--- src/rtl/btn_conditioner.sv ---
// btn_conditioner: synchronise, debounce and arbitrate four buttons into one clean press
module btn_conditioner #(
  parameter int DEBOUNCE_CYCLES = 500000,
  parameter int CNT_W = 19,
  parameter int SYNC_STAGES = 2
) (
  input  logic       clk,
  input  logic       reset,
  input  logic [3:0] btns,
  output logic [1:0] num,
  output logic       pressed,
  output logic       press_pulse,
  output logic       release_pulse,
  output logic       multi_err
);
  typedef enum logic [1:0] {IDLE, HELD, LOCK} state_t;
  state_t state, state_n;
  logic [3:0] sr [SYNC_STAGES];
  logic [3:0] sync, stable;
  logic [CNT_W-1:0] cnt [4];
  logic onehot;
  logic [1:0] idx, num_n;
  logic pressed_n, pp_n, rp_n, me_n;
  assign sync = sr[SYNC_STAGES-1];
  // synchroniser shift chain, one column per button
  always_ff @(posedge clk) begin
    if (reset) for (int k = 0; k < SYNC_STAGES; k++) sr[k] <= '0;
    else begin
      sr[0] <= btns;
      for (int k = 1; k < SYNC_STAGES; k++) sr[k] <= sr[k-1];
    end
  end
  for (genvar g = 0; g < 4; g++) begin : g_db
    // stable flips only after the synchronised input differs for DEBOUNCE_CYCLES edges
    always_ff @(posedge clk) begin
      if (reset) begin
        cnt[g] <= '0;
        stable[g] <= 1'b0;
      end else if (sync[g] == stable[g]) cnt[g] <= '0;
      else if (cnt[g] == CNT_W'(DEBOUNCE_CYCLES - 1)) begin
        stable[g] <= sync[g];
        cnt[g] <= '0;
      end else cnt[g] <= cnt[g] + 1'b1;
    end
  end
  assign onehot = (stable != 4'd0) && ((stable & (stable - 4'd1)) == 4'd0);
  assign idx = stable[3] ? 2'd3 : stable[2] ? 2'd2 : stable[1] ? 2'd1 : 2'd0;
  // state and registered outputs
  always_ff @(posedge clk) begin
    if (reset) begin
      state <= IDLE;
      num <= 2'd0;
      pressed <= 1'b0;
      press_pulse <= 1'b0;
      release_pulse <= 1'b0;
      multi_err <= 1'b0;
    end else begin
      state <= state_n;
      num <= num_n;
      pressed <= pressed_n;
      press_pulse <= pp_n;
      release_pulse <= rp_n;
      multi_err <= me_n;
    end
  end
  // next-state: a held press survives other buttons; anything ambiguous goes to lockout
  always_comb begin
    state_n = state;
    if (state == IDLE) state_n = (stable == 4'd0) ? IDLE : onehot ? HELD : LOCK;
    else if (state == HELD) state_n = stable[num] ? HELD : (stable == 4'd0) ? IDLE : LOCK;
    else state_n = (stable == 4'd0) ? IDLE : LOCK;
  end
  // output values to be registered alongside the state
  always_comb begin
    num_n = (state == IDLE && state_n == HELD) ? idx : num;
    pressed_n = state_n == HELD;
    pp_n = state == IDLE && state_n == HELD;
    rp_n = state == HELD && state_n != HELD;
    me_n = state_n == LOCK;
  end
endmodule
--- config.mk ---
export PLATFORM = sky130hd
export DESIGN_NAME = btn_conditioner
export DESIGN_NICKNAME = d
export VERILOG_FILES = /design/src/rtl/btn_conditioner.sv
export SDC_FILE = /design/constraint.sdc
export NUM_CORES = 1
export LEC_CHECK = 0
export CAP_MARGIN = 40
export CORE_MARGIN = 1.5
export CORE_UTILIZATION = 40
export DETAILED_ROUTE_END_ITERATION = 12
export GPL_TIMING_DRIVEN = 1
export HOLD_SLACK_MARGIN = 0.15
export PLACE_DENSITY = 0.52
export SYNTH_ARGS = -nofsm -noshare
export SYNTH_HDL_FRONTEND = slang
export SYNTH_SLANG_ARGS = --single-unit
--- constraint.sdc ---
create_clock -name clk -period 3.2 [get_ports clk]
set_clock_uncertainty 0.1 [all_clocks]
set_input_delay 0.32 -clock clk [delete_from_list [all_inputs] [get_ports clk]]
set_output_delay 0.32 -clock clk [all_outputs]
set_load 0.1 [all_outputs]
==> results.md, run 1 <==
Run status:
- The run finished with clean final reports.

Critical path:
- STA classifies the critical path startpoint as a flip-flop.
- The cell at the slowest stage of the critical path is or4_1.
- The worst setup path is captured at a flip-flop.
- The critical-path maximum fanout is 19.
- The worst path required time is 3180 ps.
- The critical path goes through or4_1, or4_4, o21ai_4, nor2_1.
- At the worst endpoint, the arrival time is 2550 ps.
- The category of the most critical setup path is flip-flop to flip-flop.
- On the worst path, the slowest cell contributes a delay of 540 ps.

Detailed routing:
- The detailed router finished its first iteration with 168 violations.
- The final route contains 3672 vias.
- The residual DRC count is 0.
- Using the TritonRoute via totals, the vias-per-cell ratio works out to 4.84.
- The wire length after detailed routing is 9390 um.
- The remaining antenna violation count is 0.
- The first-pass iteration count of the detailed router is 5.
- Dividing the detail-routed wire length by the instance count gives 12.4 um.

Layout:
- The count of filler cells inserted in the layout is 1233.
- The layout overhead on the synthesized area is 16.9%.
- The finished layout cell area is 5970 sq um.
- The share of final-layout standard cells stronger than drive strength 1 is 0.0768.
- For this run, the post-layout net count is 591.
- The number of diodes is 0.

Power:
- The share of total power dissipated in the clock network is 0.386.
- The portion of total power attributed to combinational logic is 0.042.
- VDD sags by at most 0.000239 V.
- The share of total power in sequential cells is 0.572.
- Dividing total power by cell area gives a power density of 423 nW/um^2.
- Summed over all nets, the switching power comes to 0.562 mW.
- The leakage power figure is 1.96 nW.
- The design internal power is 1.97 mW.
- The fraction of power spent switching nets is 0.222.

Synthesis:
- The share of the yosys chip area belonging to registers is 0.525.
- Synthesis handed over a netlist of 493 instances.
- After synthesis, the mean cell area works out to 10.4 sq um.
- The share of the synthesized area in the top cell type is 0.447.
- In the post-synthesis netlist, the cell with the most instances is edfxtp_1.
- Summing every instance area after synthesis gives 5110 sq um.
- By area the synthesized netlist is led by edfxtp_1, dfxtp_1, xnor2_1.
- By count the netlist is led by edfxtp_1, nor2_1, xnor2_1, nand4_1, nand2_1.
- The cell taking the most area after synthesis is edfxtp_1.
- Yosys mapped the design onto 54 distinct sky130hd cell types.
- After synthesis the netlist holds a flip-flop and latch count of 96.
- In the synthesized netlist the dominant register cell turns out to be edfxtp_1.
- The Yosys step of the flow raised 0 warnings.
- The proportion of synthesized flip-flops having asynchronous set or reset is 0.
- The number of flops mapped to enable cells by yosys is 76.

STA:
- The pin slew with the least headroom to its limit is 659 ps.
- The final count of hold timing violations came to 0.
- The share of the clock period used by the worst path after layout is 0.805.
- The total negative slack is 0 ps.
- The routed design could run at a clock period as short as 2570 ps.
- Setup repair after global routing left no endpoint under its margin.
- The headroom to the max-slew limit is 0.559.
- The setup violation total in the final timing report is 0.
- The fmax is 388 MHz.
- The max-slew violation total from the final report came to 0.

Floorplan:
- The die span in x is 116 um.
- The die covers 13500 sq um.
- The initial utilization of the core area, before any placement, comes to 0.408.
- The initialized floorplan defines 41 standard-cell rows.
- The height of the chip is 116 um.
- The placeable core region is 12500 sq um.
- The count of pins on the block boundary is 12.

GRT:
- Summed over all layers, the global routing overflow is 0.
- The global routing usage summed across all routing layers is 0.154.
- The first global-routing pass estimated 16100 um of wire.
- The initial antenna violation count is 0.
- The number of global-route vias before repair is 3407.
- The maximum number of pins on one net before global-route repair is 20.

Placement:
- The count of buffers inserted at the top-level ports is 11.
- Summed over all nets, the half-perimeter wirelength after detailed placement is 6670 um.
- After detailed placement, the total cell area comes to 5720 sq um.
- The weighted congestion reported at the end of routability-driven placement is 0.790.

Clock tree:
- In this run, post-CTS repair resized a total of 0 instances.
- Buffers inserted to repair hold after CTS numbered 0.
- The sink count of the clock tree is 96.
- In this run the clock root is driven by a clkbuf_16.
- TritonCTS built the clock tree.
- For the worst-skew pair, the clock arrives at the later sink with an insertion delay of 340 ps.
- The number of buffers inserted by post-CTS setup repair is 0.
- The maximum buffer depth of the clock tree is 2.
- Clock tree synthesis inserted a total of 9 buffers.
- The clock-pin slew on the worst setup and hold paths is 70 ps.
- The H-tree was split into 3 levels.

Run:
- The number of max-cap violations is 0.

Hold path:
- The path class of the tightest hold or removal check is flip-flop to flip-flop.
metal layers:
metal | GRT usage | part of all wire
met5 | 0 | 0
met4 | 0.0732 | 0.021
met3 | 0.0298 | 0.018
met2 | 0.233 | 0.43
met1 | 0.212 | 0.53
path summary, 6_finish.rpt:
check	start	to	slack (ps)	cells after the start
max	cnt[0][11]$_SDFFCE_PN0P_	cnt[0][3]$_SDFFCE_PN0P_	630	4
min	sr[0][3]$_SDFF_PP0_	sr[0][7]$_SDFF_PP0_	340	1
max reg2reg	cnt[0][11]$_SDFFCE_PN0P_	cnt[0][3]$_SDFFCE_PN0P_	630	4
min reg2reg	sr[0][3]$_SDFF_PP0_	sr[0][7]$_SDFF_PP0_	340	1
power groups by stage:
stage,Clock [mW],Sequential (mW),Combinational (mW)
floorplan,0,1.45,0.0912
global placement,0,1.47,0.104
detailed placement,0,1.47,0.104
CTS,1.01,1.44,0.105
global route,1.07,1.45,0.124
finish,0.976,1.45,0.106
kinds of logic after synthesis:
logic type / count (synthesis) / share of synthesized area
AND/OR/NAND/NOR: 241 / 0.251
flip-flops: 96 / 0.525
XOR/XNOR: 63 / 0.108
AO/OA/AOI/OAI: 49 / 0.0649
buffers and inverters: 36 / 0.0321
adder cells (fa/ha/maj): 4 / 0.00980
multiplexers: 3 / 0.00857
other: 1 / 0.000734
cells in the final DEF (no fill, tap or decap), types with 11 or more instances in the layout:
master	count
a21oi_1	11
conb_1	76
dfxtp_1	20
edfxtp_1	76
inv_1	17
nand2_1	24
nand3_1	23
nand4_1	26
nor2_1	74
nor3_1	13
nor4_1	20
o21ai_0	14
xnor2_1	41
xor2_1	22
sequential cells by signal, summed over array words and instances (netlist names):
name and cells:
sr 8, multi_err 1, release_pulse 1, cnt 76, pressed 1, stable 4, press_pulse 1, state 2
num 2
worst max-delay path: cells and delay by family (launching register included):
family	cells	cell delay (ps)
flip-flops	1	470
AND/OR/NAND/NOR	3	1190
AO/OA/AOI/OAI	1	540
area by class of cell:
class,count,area [sq um],area share
flip-flops and latches,96,2680,0.449
multi-input cells,436,2540,0.426
clock buffers,14,244,0.0409
well taps,172,215,0.0361
repair buffers,21,210,0.0352
inverters,17,63.8,0.0107
clock inverters,2,10.0,0.00168
per-stage QoR:
stage               utilization  setup WS [ps]  hold slack (ps)  power, mW  instances
floorplan                     -            933              314       1.54        568
global placement          0.452            663              329       1.57        738
detailed placement        0.457            618              329       1.58        742
CTS                       0.477            610              344       2.56        758
global route              0.477            478              357       2.64        758
finish                    0.477            625              339       2.53        758
(Power assumes the default switching activity.)
==> inputs of run 2 (changes only) <==
--- a/config.mk
+++ b/config.mk
@@ -11,7 +11,7 @@
 export DETAILED_ROUTE_END_ITERATION = 12
 export GPL_TIMING_DRIVEN = 1
 export HOLD_SLACK_MARGIN = 0.15
-export PLACE_DENSITY = 0.52
+export PLACE_DENSITY = 0.54
 export SYNTH_ARGS = -nofsm -noshare
 export SYNTH_HDL_FRONTEND = slang
 export SYNTH_SLANG_ARGS = --single-unit
==> constraint.sdc (replaced) <==
create_clock -name clk -period 2.14 [get_ports clk]
set_clock_uncertainty 0.1 [all_clocks]
set_input_delay 0.214 -clock clk [delete_from_list [all_inputs] [get_ports clk]]
set_output_delay 0.214 -clock clk [all_outputs]
set_load 0.1 [all_outputs]
==> run 2 against run 1 <==
Compared with the run above:
- the run now ends with setup timing left
- utilization increased by 2.0 points
- power increased by 60%
- via count rose by 1.1%
- largest cell class unchanged
- sequential power rose by 48%
- sequential cell count stayed put
- global-route usage up 0.20 points
- critical path depth is 1 higher
- cell area grew 4.2%
- register-to-register slack got worse by 670 ps
- first-iteration DRC count down 7.1%
==> results.md, run 2 (synthesized netlist as in run 1, its figures left out) <==
STA:
- The setup violation total in the final timing report is 20.
- The final count of hold timing violations is 0.
- The max-slew violation total from the final report was 0.
- Setup repair after global routing could not meet its margin everywhere.
- The clock period minus worst slack is 2190 ps.
- Across all setup checks in the final design, the least slack found is -47.0 ps.
- The share of the clock period used by the worst path after layout is 1.02.
- Timing would allow up to 457 MHz.

Floorplan:
- The count of pins on the block boundary is 12.
- The height of the chip is 116 um.
- The placeable core region is 12500 sq um.
- The die span in x is 116 um.
- The initial cell density of the core is 0.408.
- The row count is 41.
- The die covers 13500 sq um.

Critical path:
- The category of the most critical setup path is flip-flop to flip-flop.
- The cell at the slowest stage of the critical path is or4_1.
- The type of origin of the critical path is a flip-flop.
- The arrival time at the worst endpoint is 2170 ps.
- STA puts the critical path data required time at 2130 ps.
- In this run the worst path has a maximum fanout of 19.
- The worst stage delay on the critical path is 540 ps.
- The kind of capture point of the worst setup path is a flip-flop.
- The signal on the critical path passes through or4_1, or4_4, o21ai_4, buf_12, a21oi_1.

Layout:
- The largest registers in the layout are cnt x76, sr x8, stable x4.
- The post-layout net count is 613.
- The register with the most flip-flops in the layout has 76 of them.
- The finished layout cell area is 6220 sq um.
- For this run, the share of the core covered by cells in the final layout is 0.497.
- The share of final-layout standard cells stronger than drive strength 1 is 0.127.
- The register with the highest flop count is cnt.
- Leaving out fill and tap cells, the most frequent cells in the layout are edfxtp_1, conb_1, nor2_1, xnor2_1, buf_4.
- The number of diodes is 0.
- The finished layout holds 780 standard cells, fillers aside.
- The layout overhead on the synthesized area is 21.7%.

Clock tree:
- The H-tree was split into 3 levels.
- The clock-pin slew on the worst setup and hold paths is 70 ps.
- TritonCTS built the clock tree.
- The number of clock buffers added by TritonCTS is 9.
- The sink count of the clock tree is 96.
- The number of buffers inserted by post-CTS setup repair is 1.
- The number of buffers added to fix hold violations after cts is 0.
- Clock tree synthesis selected as its root buffer the cell clkbuf_16.
- The clock latency of the later-clocked register in the worst-skew pair is 340 ps.
- The post-cts gate resize count is 0.
- The clock passes through at most 2 buffers.

Placement:
- In this run the cell area measured after placement is 5900 sq um.
- Routability-driven placement finished with a final weighted congestion of 0.778.
- The count of buffers added on input and output ports is 11.
- The placed wire-length estimate after detailed placement is 6850 um.
- The count of placed standard cells including taps is 763.
- Timing analysis after detailed placement gives a worst setup slack of -50.1 ps.

GRT:
- The number of global-route vias before repair came to 3656.
- After global routing the overflow that remains totals 0.
- The initial antenna violation count is 0.
- The first global-routing pass estimated 16500 um of wire.
- The global routing usage summed across all routing layers is 0.156.
- The maximum number of pins on one net before global-route repair is 27.

Detailed routing:
- In the routed design, unresolved DRC markers number 0.
- The final layout contains routed wiring with a total length of 9300 um.
- The count of nets left with antenna violations once routing finished came out at 0.
- The first TritonRoute pass finished after 4 iterations.
- The number of DRC violations after detailed-routing iteration 0 is 156.
- The via count of the routed design is 3711.
- The via count normalized by instance count is 4.76.
- The wire length per cell is 11.9 um.

Power:
- The peak ir drop on the vdd network is 0.000377 V.
- The leakage power figure is 2.12 nW.
- The design draws 4.03 mW.
- The power per cell area is 649 nW/um^2.

Hold path:
- The worst hold-check path type is input pin to flip-flop.

Run:
- Across the run, the number of max-cap violations was 0.

Run status:
- The flow ran to the end, but the final reports show violations.
- The final reports fail on setup timing.
==> run 2: cell count changes in the layout (fill, tap and decap cells not counted), moves of 4 or more <==
cell	before	now
clkdlybuf4s50_1	9	5
buf_4	8	34
buf_12	0	4
buf_8	4	0
clkbuf_1	5	0
==> run 2: path summary, 6_finish.rpt <==
kind,from,to,slack [ps],cells after the start
worst max-delay path,cnt[0][14]$_SDFFCE_PN0P_,cnt[0][17]$_SDFFCE_PN0P_,-50,5
worst min-delay path,btns[3],sr[0][3]$_SDFF_PP0_,320,2
worst max register to register,cnt[0][14]$_SDFFCE_PN0P_,cnt[0][17]$_SDFFCE_PN0P_,-50,5
worst min register to register,sr[0][0]$_SDFF_PP0_,sr[0][4]$_SDFF_PP0_,330,1
==> run 2: stage by stage <==
stage	TNS, ps	hold WS (ps)
floorplan	-1260	242
global placement	0	326
detailed placement	-737	323
CTS	-844	305
global route	-1950	317
finish	-668	320
==> run 2: layout make-up <==
class | count | area (sq um)
clock buffers | 11 | 264
flip-flops and latches | 96 | 2680
repair buffers | 43 | 385
inverters | 17 | 63.8
fillers | 1220 | 6300
clock inverters | 5 | 51.3
multi-input cells | 436 | 2560
well taps | 172 | 215
==> run 2: power by group <==
group	internal, mW	leakage (nW)	switching (mW)
Combinational	0.0889	1.02	0.103
Sequential	2.08	0.947	0.0683
Clock	1.00	0.161	0.689
Total	3.17	2.12	0.861
==> run 2: layer usage <==
metal | share of wire | GRT usage | wire (um)
met1 | 0.51 | 0.210 | 4730
met2 | 0.46 | 0.247 | 4270
met3 | 0.017 | 0.0288 | 160
met4 | 0.015 | 0.0642 | 140
met5 | 0 | 0 | 0
==> run 2: worst max-delay path: cells and delay by family, from the launching register on <==
kind,cells,cell delay (ps)
and+or+nand+nor,2,1050
DFF,1,390
AOI/OAI and AO/OA,2,210
buffers and inverters,1,180
